$ cat src/rtl/spi_cmd_decoder.sv
// Decodes 3-byte SPI transactions into typed commands and queues them (depth 4 with SPI_CMD_FIFO_EN, else 1).
// Latency: cmd_valid rises 3 clk after the synchronised chip select falls (when the buffer is empty).
// Backpressure: the head holds while cmd_ready is low; a push into a full buffer is dropped and flagged in err_overflow.
module spi_cmd_decoder (
    input  logic       clk,
    input  logic       reset_n,
    input  logic       cs,
    input  logic [7:0] command,
    input  logic [7:0] databyte1,
    input  logic [7:0] databyte2,
    input  logic       cmd_ready,
    output logic       cmd_valid,
    output logic [1:0] cmd_type,
    output logic [7:0] cmd_arg0,
    output logic [7:0] cmd_arg1,
    output logic       err_unknown,
    output logic       err_overflow,
    input  logic       err_clear
);

`ifdef SPI_CMD_FIFO_EN
    localparam int DEPTH = 4;
`else
    localparam int DEPTH = 1;
`endif
    // Pointers keep at least one bit; with depth 1 they simply stay at zero.
    localparam int PTR_W = (DEPTH > 1) ? $clog2(DEPTH) : 1;
    localparam int CNT_W = $clog2(DEPTH) + 1;
    localparam int SLOTS = 1 << PTR_W;
    localparam logic [CNT_W-1:0] FULL_CNT = CNT_W'(DEPTH);
    localparam logic [PTR_W-1:0] LAST_PTR = PTR_W'(DEPTH - 1);

    localparam logic [1:0] IDLE    = 2'd0;
    localparam logic [1:0] ACTIVE  = 2'd1;
    localparam logic [1:0] SETTLE  = 2'd2;
    localparam logic [1:0] CAPTURE = 2'd3;

    typedef struct packed {
        logic [1:0] typ;
        logic [7:0] arg0;
        logic [7:0] arg1;
    } cmd_t;

    logic             cs_meta;
    logic             cs_s;
    logic [1:0]       state;
    logic             dec_known;
    cmd_t             dec_dat;
    logic             in_capture;
    logic             push;
    logic             pop;
    logic             full;
    logic             push_ok;
    logic             unknown_evt;
    logic             overflow_evt;
    cmd_t             mem [0:SLOTS-1];
    logic [PTR_W-1:0] wr_ptr;
    logic [PTR_W-1:0] rd_ptr;
    logic [CNT_W-1:0] count;
    cmd_t             head;

    // Two-flop synchroniser for the chip select; the data bytes are quasi-static by the time they are sampled.
    always_ff @(posedge clk or negedge reset_n) begin
        if (!reset_n) begin
            cs_meta <= 1'b0;
            cs_s    <= 1'b0;
        end else begin
            cs_meta <= cs;
            cs_s    <= cs_meta;
        end
    end

    // Transaction tracker: one settle cycle after cs drops, then a single capture cycle.
    always_ff @(posedge clk or negedge reset_n) begin
        if (!reset_n) begin
            state <= IDLE;
        end else begin
            case (state)
                IDLE:    if (cs_s)  state <= ACTIVE;
                ACTIVE:  if (!cs_s) state <= SETTLE;
                SETTLE:  state <= CAPTURE;
                default: state <= IDLE;
            endcase
        end
    end

    // Opcode decode of the raw bytes; only meaningful during CAPTURE.
    always_comb begin
        dec_known = 1'b0;
        dec_dat   = '0;
        case (command)
            8'h01: begin
                dec_known    = 1'b1;
                dec_dat.typ  = 2'b00;
                dec_dat.arg0 = {6'b0, databyte1[1:0]};
            end
            8'h02: begin
                dec_known    = 1'b1;
                dec_dat.typ  = 2'b01;
                dec_dat.arg0 = databyte1;
                dec_dat.arg1 = databyte2;
            end
            8'h03: begin
                dec_known    = 1'b1;
                dec_dat.typ  = 2'b10;
            end
            8'h04: begin
                dec_known    = 1'b1;
                dec_dat.typ  = 2'b11;
                dec_dat.arg0 = databyte1;
            end
            default: dec_known = 1'b0;
        endcase
    end

    assign in_capture   = (state == CAPTURE);
    assign push         = in_capture && dec_known;
    assign unknown_evt  = in_capture && !dec_known;
    assign pop          = cmd_valid && cmd_ready;
    assign full         = (count == FULL_CNT);
    // A full buffer still accepts a push when the head leaves on the same edge.
    assign push_ok      = push && (!full || pop);
    assign overflow_evt = push && full && !pop;

    // Circular command buffer with wrap-around pointers and an occupancy counter.
    always_ff @(posedge clk or negedge reset_n) begin
        if (!reset_n) begin
            for (int i = 0; i < SLOTS; i++) mem[i] <= '0;
            wr_ptr <= '0;
            rd_ptr <= '0;
            count  <= '0;
        end else begin
            if (push_ok) begin
                mem[wr_ptr] <= dec_dat;
                wr_ptr      <= (wr_ptr == LAST_PTR) ? '0 : wr_ptr + PTR_W'(1);
            end
            if (pop) begin
                rd_ptr <= (rd_ptr == LAST_PTR) ? '0 : rd_ptr + PTR_W'(1);
            end
            case ({push_ok, pop})
                2'b10:   count <= count + CNT_W'(1);
                2'b01:   count <= count - CNT_W'(1);
                default: count <= count;
            endcase
        end
    end

    // Sticky error flags; a new event wins over a coincident clear.
    always_ff @(posedge clk or negedge reset_n) begin
        if (!reset_n) begin
            err_unknown  <= 1'b0;
            err_overflow <= 1'b0;
        end else begin
            if (unknown_evt)      err_unknown <= 1'b1;
            else if (err_clear)   err_unknown <= 1'b0;
            if (overflow_evt)     err_overflow <= 1'b1;
            else if (err_clear)   err_overflow <= 1'b0;
        end
    end

    assign head      = mem[rd_ptr];
    assign cmd_valid = (count != '0);
    assign cmd_type  = head.typ;
    assign cmd_arg0  = head.arg0;
    assign cmd_arg1  = head.arg1;

endmodule

$ cat config.mk
export PLATFORM = sky130hd
export DESIGN_NAME = spi_cmd_decoder
export DESIGN_NICKNAME = d
export VERILOG_FILES = /design/src/rtl/spi_cmd_decoder.sv
export SDC_FILE = /design/constraint.sdc
export NUM_CORES = 1
export LEC_CHECK = 0
export ABC_AREA = 1
export CAP_MARGIN = 0
export CORE_MARGIN = 2
export CORE_UTILIZATION = 40
export CTS_CLUSTER_SIZE = 24
export DETAILED_ROUTE_END_ITERATION = 16
export GPL_TIMING_DRIVEN = 0
export PLACE_DENSITY = 0.84
export SLEW_MARGIN = 20
export SYNTH_ARGS = -nofsm -noshare
export SYNTH_HDL_FRONTEND = slang
export SYNTH_SLANG_ARGS = --single-unit
$ cat constraint.sdc
create_clock -name clk -period 2.56 [get_ports clk]
set_clock_uncertainty 0.1 [all_clocks]
set_input_delay 0.256 -clock clk [delete_from_list [all_inputs] [get_ports clk]]
set_output_delay 0.256 -clock clk [all_outputs]
set_load 0.03 [all_outputs]
==> results.md, run 1 <==
- Asr flop ratio synth: 100.0%
- Delay-heaviest family, CP: buffers and inverters
- CTS tree: yes
- Clk slew on worst S/H paths: 140 ps
- HP Start: cs
- VDD IR max: 0.3246 mV
- Initial DRC Count: 28
- Hold Fails Final Rpt: 0
- Post-synth EDFFs: 0
- Combinational power share: 32.5%
- Switching part of the total: 33.46%
- Syn Area/Cell: 8.300 um2
- Primary FF master, synth: dfrtp_1
- Drc violations: 0
- Sequential share of the synthesized area: 49.26%
- Startpoint Class: flop
- Core Area: 3028 um2
- Worst r2r src: state[0]
- Peak Freq: 0.5738 GHz
- Buf/Inv on CP: 1
- Syn Std Cell Area: 1270 um2
- Synth Register Bits: 25
- Vias in the first global route: 1056
- Cts bufs inserted: 3
- Kind of critical path: reg -> out
- Initial antenna violation count: 0
- Reg-to-reg slack, setup: 1060 ps
- Yosys Warn Count: 0
- Post-synth top area cell: dfrtp_1
- Final setup vio count: 0
- Clock power share: 18.7%
- Die area: 3642 um2
- MaxCap Viol Count: 0
- Area contributors post-synth: dfrtp_1 (49%), nand2_1 (13%), inv_1 (6.5%)
- PortBufs: 49
- Worst path cell trace: clkdlybuf4s50_1
- Pwr Density: 512.1 nW/um2
- HPWL after DPL: 2.028 mm
- WL final: 2.605 mm
- Grt ovf: 0
- Maximum level of the CTS H-tree: 1
- Site Rows: 20
- Hold crit path type: in -> reg
- TNS Setup: 0 ps
- Area delta synth->final: 45.71%
- Max Slew Vio Count: 0
- Routed via count: 1120
- Post-route antenna net violation count: 0
- I/O Pins: 50
- Worst-skew pair later-pin latency: 310 ps
- Vias per inst: 4.462
- Worst Path Arrival: 1390 ps
- Overall routing resource usage: 16.35%
- CTS max path bufs: 2
- Final #Nets: 241
- Initial core utilization: 41.94%
- Design internal power: 630.6 uW
- DP Area: 1815 um2
- Die Y-Extent: 60.35 um
- Detailed Routing Iterations Pass 1: 4
- Top cells by count, synth: nand2_1 (45), dfrtp_1 (25), inv_1 (22), nand2_2 (12), nor2_1 (12)
- Syn nets: 186
- Worst Hold End: cs_meta
- Layout cell share with drive strength beyond 1: 13.53%
- Period utilisation layout: 68.08%
- Hold Path Cell Cnt: 1
- Tightest Pin Transition: 545.0 ps
- Pin count of the biggest net entering global routing: 26
- Clock Root Buffer: clkbuf_4
- RSZ-0062 raised after global routing: no
- CP Data Required Time: 2200 ps
- Relative slew slack: 63.67%
- R2r endpoint: err_overflow
- Fillers: 260
- Largest stage delay, worst path: 690 ps
- Area taken by multi-input logic gates: 531.8 um2
- FF+latch area: 625.6 um2
- First-pass GRT wire length: 4.533 mm
- Status: finished clean
- CP endpoint kind: output port
- Global placer's final weighted congestion: 0.7950
- Antenna diodes: 0
- Lkg Pwr: 0.0009488 uW
- CP max-delay cell: clkdlybuf4s50_1
- Die Wd: 60.35 um
- Reg power frac: 48.8%
- Post-Syn Instances: 153
- NetSw: 317.1 uW
- Unique masters post-synth: 21
- Most frequent cell after synthesis: nand2_1
- Final Instance Area: 1851 um2
- Maximum fanout along the worst path: 2
- Final critical-path required period: 1743 ps
- Wire length per cell: 10.38 um
- Clock sinks: 25
- Reg2Reg Depth: 4
- Post-synth top area share: 49.26%
[logic make-up (layout without fill, tap and decap cells)]
group	after synthesis	in the layout	share of synthesized area (%)
and+or+nand+nor	88	88	33.69
AOI/OAI and AO/OA	8	8	3.349
muxes	1	1	0.8866
adders and majority gates	4	4	3.941
buffers and inverters	27	81	8.867
DFF	25	25	49.26
[metal layers]
layer	up-vias	global-route usage (%)	share of wire, %
met4	0	5.397	1.8
li1	583	-	-
met3	4	2.559	3.5
met1	509	22.31	45
met5	-	0	0
met2	24	26.71	50
[cell type report]
cell class,instances,share of cell area (%)
Clock buffer,3,1.217
Sequential cell,25,33.81
Tap cell,44,2.975
Clock inverter,1,0.4057
Timing Repair Buffer,50,26.77
Buffer,4,1.420
Inverter,23,4.665
Multi-Input combinational cell,101,28.74
[registers in the layout (all words and copies together) (netlist names)]
signal / flops
cs_s: 1
mem: 18
err_overflow: 1
cmd_valid: 1
cs_meta: 1
err_unknown: 1
state: 2
[power by group through the flow]
stage | combinational [uW] | clock [uW] | sequential [uW]
2_1_floorplan | 133 | 0 | 513
3_3_place_gp | 300 | 0 | 469
3_5_place_dp | 311 | 0 | 470
4_1_cts | 311 | 185 | 463
5_1_grt | 353 | 203 | 468
6_report | 308 | 177 | 462
[how the worst max path moves through the flow]
stage / startpoint / to / slack (ps) / cells past startpoint
after floorplan: cmd_valid / err_overflow / 1220 / 3
after global placement: command[3] / mem[34] / 680 / 10
after detailed placement: command[1] / mem[34] / 650 / 10
after CTS: mem[26] / cmd_arg0[0] / 810 / 1
after global routing: mem[19] / cmd_arg1[1] / 750 / 1
final: mem[26] / cmd_arg0[0] / 820 / 1
[timing repair]
action | CTS | global route
setup buffers | 0 | 0
hold endpoints to repair | 0 | 25
resized for setup | 0 | 0
hold buffers | 0 | 1
[metrics by stage]
stage / setup slack (ps) / utilization [%] / total power (uW) / std cells / hold WS (ps)
after floorplan: 1220 / - / 646.1 / 153 / -139.6
after global placement: 679.7 / 59.96 / 769.5 / 246 / 231.3
after detailed placement: 653.8 / 59.96 / 780.5 / 246 / 235.8
after CTS: 806.2 / 60.95 / 958.5 / 250 / 253.6
after global routing: 745.0 / 61.12 / 1024 / 251 / 250.2
final: 817.2 / 61.12 / 947.7 / 251 / 262.6
[cell usage in the layout, fill, tap and decap left out, drive strengths merged]
cell type      instances
o22ai                  2
nor2                  16
ha                     4
nand3                  4
mux2                   1
buf                    3
dfrtp                 25
clkbuf                 5
a21oi                  3
dlygate4sd3            1
clkdlybuf4s50         48
o21ai                  3
and2                   1
clkinvlp               1
nand4                 10
nand2                 57
inv                   23
Note: power is estimated with default switching activity, not from simulation.
==> inputs of run 2 (changes only) <==
--- a/config.mk
+++ b/config.mk
@@ -8,11 +8,11 @@
 export ABC_AREA = 1
 export CAP_MARGIN = 0
 export CORE_MARGIN = 2
-export CORE_UTILIZATION = 40
+export CORE_UTILIZATION = 39
 export CTS_CLUSTER_SIZE = 24
 export DETAILED_ROUTE_END_ITERATION = 16
 export GPL_TIMING_DRIVEN = 0
-export PLACE_DENSITY = 0.84
+export PLACE_DENSITY = 0.85
 export SLEW_MARGIN = 20
 export SYNTH_ARGS = -nofsm -noshare
 export SYNTH_HDL_FRONTEND = slang
==> constraint.sdc (replaced) <==
create_clock -name clk -period 1.5 [get_ports clk]
set_clock_uncertainty 0.1 [all_clocks]
set_input_delay 0.15 -clock clk [delete_from_list [all_inputs] [get_ports clk]]
set_output_delay 0.15 -clock clk [all_outputs]
set_load 0.03 [all_outputs]
==> run 2 against run 1 <==
Net effect:
- sequential cell count unchanged
- worst hold slack worse by 100 ps
- total power increased by 66%
- worst setup slack worse by 720 ps
- sequential power up 71%
- via count increased by 0.80%
- design area increased by 0.20%
- die area is 2.4% higher
- register-to-register slack got worse by 910 ps
- routed wire length is 2.6% higher
- count of clock-buffer cells in the layout is 1 higher
- non-clock buffer count grew 3
- critical endpoint is now mem[35]
- largest cell class unchanged
==> results.md, run 2 (synthesized netlist as in run 1, its figures left out) <==
- Status: finished clean
- CP endpoint kind: flop
- Kind of critical path: in -> reg
- Worst Path Arrival: 1530 ps
- Global placer's final weighted congestion: 0.8007
- Final #Nets: 244
- First-pass GRT wire length: 4.443 mm
- Worst-skew pair later-pin latency: 310 ps
- PortBufs: 49
- Delay-heaviest family, CP: simple AND/OR/NAND/NOR gates
- Vias in the first global route: 1008
- Max Slew Vio Count: 0
- HPWL after DPL: 2.037 mm
- Overall routing resource usage: 16.11%
- Lkg Pwr: 0.001077 uW
- CP Data Required Time: 1620 ps
- Fillers: 294
- Post-route antenna net violation count: 0
- Vias per inst: 4.445
- Largest Register: mem
- Maximum fanout along the worst path: 10
- Clock sinks: 25
- Top Registers: mem: 18 flops, state: 2 flops
- RSZ-0062 raised after global routing: no
- Clk slew on worst S/H paths: 130 ps
- Largest stage delay, worst path: 470 ps
- Wire length per cell: 10.53 um
- Final setup vio count: 0
- Pwr Density: 850.2 nW/um2
- Initial DRC Count: 25
- I/O Pins: 50
- Max reg flops: 18
- Commonest non-fill, non-tap cell in the layout: nand2_1
- VDD IR max: 0.6148 mV
- TNS Setup: 0 ps
- Initial antenna violation count: 0
- WL final: 2.674 mm
- CP dominant cell by count: nand2_1
- Drc violations: 0
- Hold crit path type: in -> reg
- Post-route insts no fill: 254
- Buf/Inv on CP: 2
- CTS max path bufs: 2
- Clock Root Buffer: clkbuf_4
- Most frequent cells in the layout: nand2_1 (45), clkdlybuf4s50_1 (26), dfrtp_1 (25), inv_1 (22), dlygate4sd2_1 (21)
- Maximum level of the CTS H-tree: 1
- CTS tree: yes
- Switching part of the total: 33.18%
- MaxCap Viol Count: 0
- Startpoint Class: primary input
- Final critical-path required period: 1407 ps
- Routed via count: 1129
- Grt ovf: 0
- Pin count of the biggest net entering global routing: 26
- NetSw: 523.1 uW
- Cts bufs inserted: 3
- Hold Fails Final Rpt: 0
- Tightest Pin Transition: 536.0 ps
- Layout cell share with drive strength beyond 1: 15.71%
- Die area: 3729 um2
- CP max-delay cell: clkdlybuf4s50_1
- Core Area: 3078 um2
- Detailed Routing Iterations Pass 1: 4
- Placed Cells: 246
- Worst path cell trace: clkdlybuf4s50_1 -> nor2_4 -> nand2_1 -> nor2_2 -> nand2_2 -> nand2_2 -> nand3_4 -> buf_8 -> nand2_1 -> nand2_1
- Combinational power share: 31.5%
- Period utilisation layout: 93.83%
- Clock power share: 18.5%
- Reg power frac: 50.0%
- Relative slew slack: 64.26%
- Site Rows: 20
- Area delta synth->final: 46.01%
- Initial core utilization: 41.26%
- Antenna diodes: 0
- Die Y-Extent: 61.07 um
- Tot Pwr: 1577 uW
- Die Wd: 61.07 um
- Design internal power: 1053 uW
- Peak Freq: 0.7105 GHz
- Fin Hold WS: 161.9 ps
-- run 2: worst reg2reg max path: stages (launching register included) --
cell	delay, ps
dfrtp_1	410
inv_1	80
ha_1	200
mux2_2	250
inv_1	90
o21ai_0	80
o21ai_0	70
-- run 2: through the flow --
step / cell area [um2] / util [%] / setup slack, ps
CTS: 1822 / 59.19 / 56.26
finish: 1854 / 60.24 / 92.52
global placement: 1815 / 58.98 / -264.6
floorplan: 1270 / - / 159.8
global route: 1854 / 60.24 / 3.588
detailed placement: 1810 / 58.82 / -293.6
-- run 2: power by group through the flow --
stage               Combinational (uW)  Clock (uW)  Sequential [uW]
floorplan                          227           0              876
global placement                   512           0              801
detailed placement                 525           0              802
CTS                                502         310              788
global route                       563         332              797
finish                             497         292              788
-- run 2: path summary, 6_finish.rpt --
kind	start	endpoint	slack, ps	cells past startpoint
worst min-delay path	cs	cs_meta	160	1
worst max-delay path	command[3]	mem[35]	90	10
worst min register to register	cs_meta	cs_s	260	0
min in group asynchronous	reset_n	mem[25]	230	2
max in group asynchronous	reset_n	err_overflow	710	2
worst max register to register	state[0]	state[0]	150	6
-- run 2: cell type report --
cell class | count | area (um2) | share of cell area (%)
inverter | 23 | 86.33 | 4.656
tap | 44 | 55.05 | 2.969
sequential | 25 | 625.6 | 33.74
buffer | 4 | 32.53 | 1.754
clock buffer | 4 | 26.28 | 1.417
timing repair buffer | 53 | 494.2 | 26.65
multi-input combinational | 101 | 534.3 | 28.81
-- run 2: per-layer routing --
layer / up-vias / track usage (%) / routed length [um]
met5: - / 0 / 0
met4: 0 / 2.795 / 9
met3: 2 / 4.412 / 150
met1: 502 / 20.48 / 1164
met2: 33 / 27.81 / 1350
li1: 592 / - / -
-- run 2: what timing repair did --
action,CTS,global route
hold buffers,1,0
gates resized for setup,22,5
hold endpoints to repair,25,0
buffers inserted,0,3
gates cloned,0,0
setup endpoints to repair,22,11
==> inputs of run 3 (changes only) <==
--- a/config.mk
+++ b/config.mk
@@ -7,7 +7,6 @@
 export LEC_CHECK = 0
 export ABC_AREA = 1
 export CAP_MARGIN = 0
-export CORE_MARGIN = 2
 export CORE_UTILIZATION = 39
 export CTS_CLUSTER_SIZE = 24
 export DETAILED_ROUTE_END_ITERATION = 16
==> run 3 against run 2 <==
Net effect:
- non-clock buffer count fell by 1
- sequential power barely moved
- combinational power rose by 2%
- sequential cell count did not move
- register-to-register slack barely moved
- critical path depth did not move
- utilization rose by 0.081 points
- global-route usage rose by 1.2 points
- die area fell by 6.4%
- worst setup slack improved by 1.6 ps
- total power rose by 1.9%
- worst hold slack got worse by 21 ps
- critical endpoint is now mem[28]
- largest cell class unchanged
- largest power group unchanged
==> results.md, run 3 (synthesized netlist as in run 1, its figures left out) <==
- Area delta synth->final: 46.21%
- Routed via count: 1140
- Status: finished clean
- Post-route antenna net violation count: 0
- Max reg flops: 18
- VDD IR max: 0.5823 mV
- RSZ-0062 raised after global routing: no
- DP Area: 1815 um2
- Hold Path Cell Cnt: 1
- Die Y-Extent: 59.07 um
- Reg-to-reg slack, setup: 140 ps
- Maximum level of the CTS H-tree: 1
- CTS tree: yes
- CTS max path bufs: 2
- HP Start: cs
- Worst Hold End: cs_meta
- Relative slew slack: 63.35%
- Largest Register: mem
- CP endpoint kind: flop
- Antenna diodes: 0
- Vias per inst: 4.506
- Clock sinks: 25
- CP Data Required Time: 1630 ps
- Startpoint Class: primary input
- Die Wd: 59.07 um
- Final #Nets: 243
- PortBufs: 49
- Final Instance Area: 1857 um2
- MaxCap Viol Count: 0
- Pwr Density: 865.6 nW/um2
- Final setup vio count: 0
- I/O Pins: 50
- Hold Fails Final Rpt: 0
- Clk slew on worst S/H paths: 130 ps
- Vias in the first global route: 1012
- Fin Hold WS: 140.9 ps
- Grt ovf: 0
- Pin count of the biggest net entering global routing: 26
- Hold crit path type: in -> reg
- Maximum fanout along the worst path: 6
- Reg2Reg Depth: 6
- Wire length per cell: 10.96 um
- Max Slew Vio Count: 0
- First-pass GRT wire length: 4.443 mm
- Die area: 3489 um2
- R2r endpoint: state[0]
- Global placer's final weighted congestion: 0.7811
- Commonest non-fill, non-tap cell in the layout: nand2_1
- Lkg Pwr: 0.001062 uW
- Peak Freq: 0.7113 GHz
- Period utilisation layout: 93.73%
- Tightest Pin Transition: 549.7 ps
- Final critical-path required period: 1406 ps
- Initial DRC Count: 17
- Kind of critical path: in -> reg
- Worst Path Arrival: 1540 ps
- Layout cell share with drive strength beyond 1: 15.79%
- Detailed Routing Iterations Pass 1: 4
- Overall routing resource usage: 17.30%
- Worst-skew pair later-pin latency: 330 ps
- WL final: 2.772 mm
- HPWL after DPL: 2.052 mm
- TNS Setup: 0 ps
- Tot Pwr: 1607 uW
- Initial antenna violation count: 0
- Clock Root Buffer: clkbuf_4
- Top Registers: mem: 18 flops, state: 2 flops
- Initial core utilization: 41.26%
- Core Area: 3078 um2
- Worst r2r src: state[0]
- Site Rows: 20
- Drc violations: 0
- Cts bufs inserted: 3
- Most frequent cells in the layout: nand2_1 (45), clkdlybuf4s50_1 (27), dfrtp_1 (25), inv_1 (22), dlygate4sd2_1 (21)
[run 3: how the worst max path moves through the flow]
stage,from,end,cells past startpoint
after floorplan,cmd_valid,err_overflow,3
after global placement,command[3],mem[34],10
after detailed placement,command[3],mem[34],10
after CTS,command[3],mem[34],10
after global routing,command[1],mem[32],9
final,command[3],mem[28],10
[run 3: critical path, stage by stage]
cell	delay (ps)
clkdlybuf4s50_1	480
nor2_4	180
nand2_1	80
nor2_2	90
nand2_2	80
nand2_2	100
nand3_4	90
buf_4	180
nand2_1	50
nand2_1	60
[run 3: cell type report]
type,instances,area [um2]
fillers,291,1221
flip-flops and latches,25,625.6
multi-input cells,101,543.0
repair buffers,52,484.2
inverters,23,86.33
well taps,44,55.05
plain buffers,4,32.53
clock buffers,3,22.52
clock inverters,1,7.507
[run 3: metrics by stage]
| step | setup slack [ps] | instances | util [%] |
|---|---|---|---|
| global route | 4.883 | 253 | 60.33 |
| finish | 94.09 | 253 | 60.33 |
| detailed placement | -305.6 | 246 | 58.98 |
| global placement | -269.5 | 246 | 58.98 |
| CTS | 61.71 | 250 | 59.15 |
| floorplan | 159.8 | 153 | - |
[run 3: layer usage]
layer	vias up	global-route usage [%]	wire length [um]
li1	589	-	-
met1	516	20.86	1201
met2	30	30.52	1382
met3	5	2.838	142
met4	0	7.143	45
met5	-	0	0
[run 3: timing repair]
item | 4_1_cts | 5_1_grt
endpoints found under the setup margin | 22 | 12
resized for setup | 22 | 5
buffers inserted | 0 | 2
hold buffers | 0 | 1
endpoints found under the hold margin | 0 | 25
pin swaps | 0 | 0
[run 3: where the power goes]
group          internal, uW  total (uW)  switching [uW]  leakage, uW
sequential              745         789            44.0     0.000338
clock                   102         310             207    0.0000139
combinational           206         508             302     0.000710
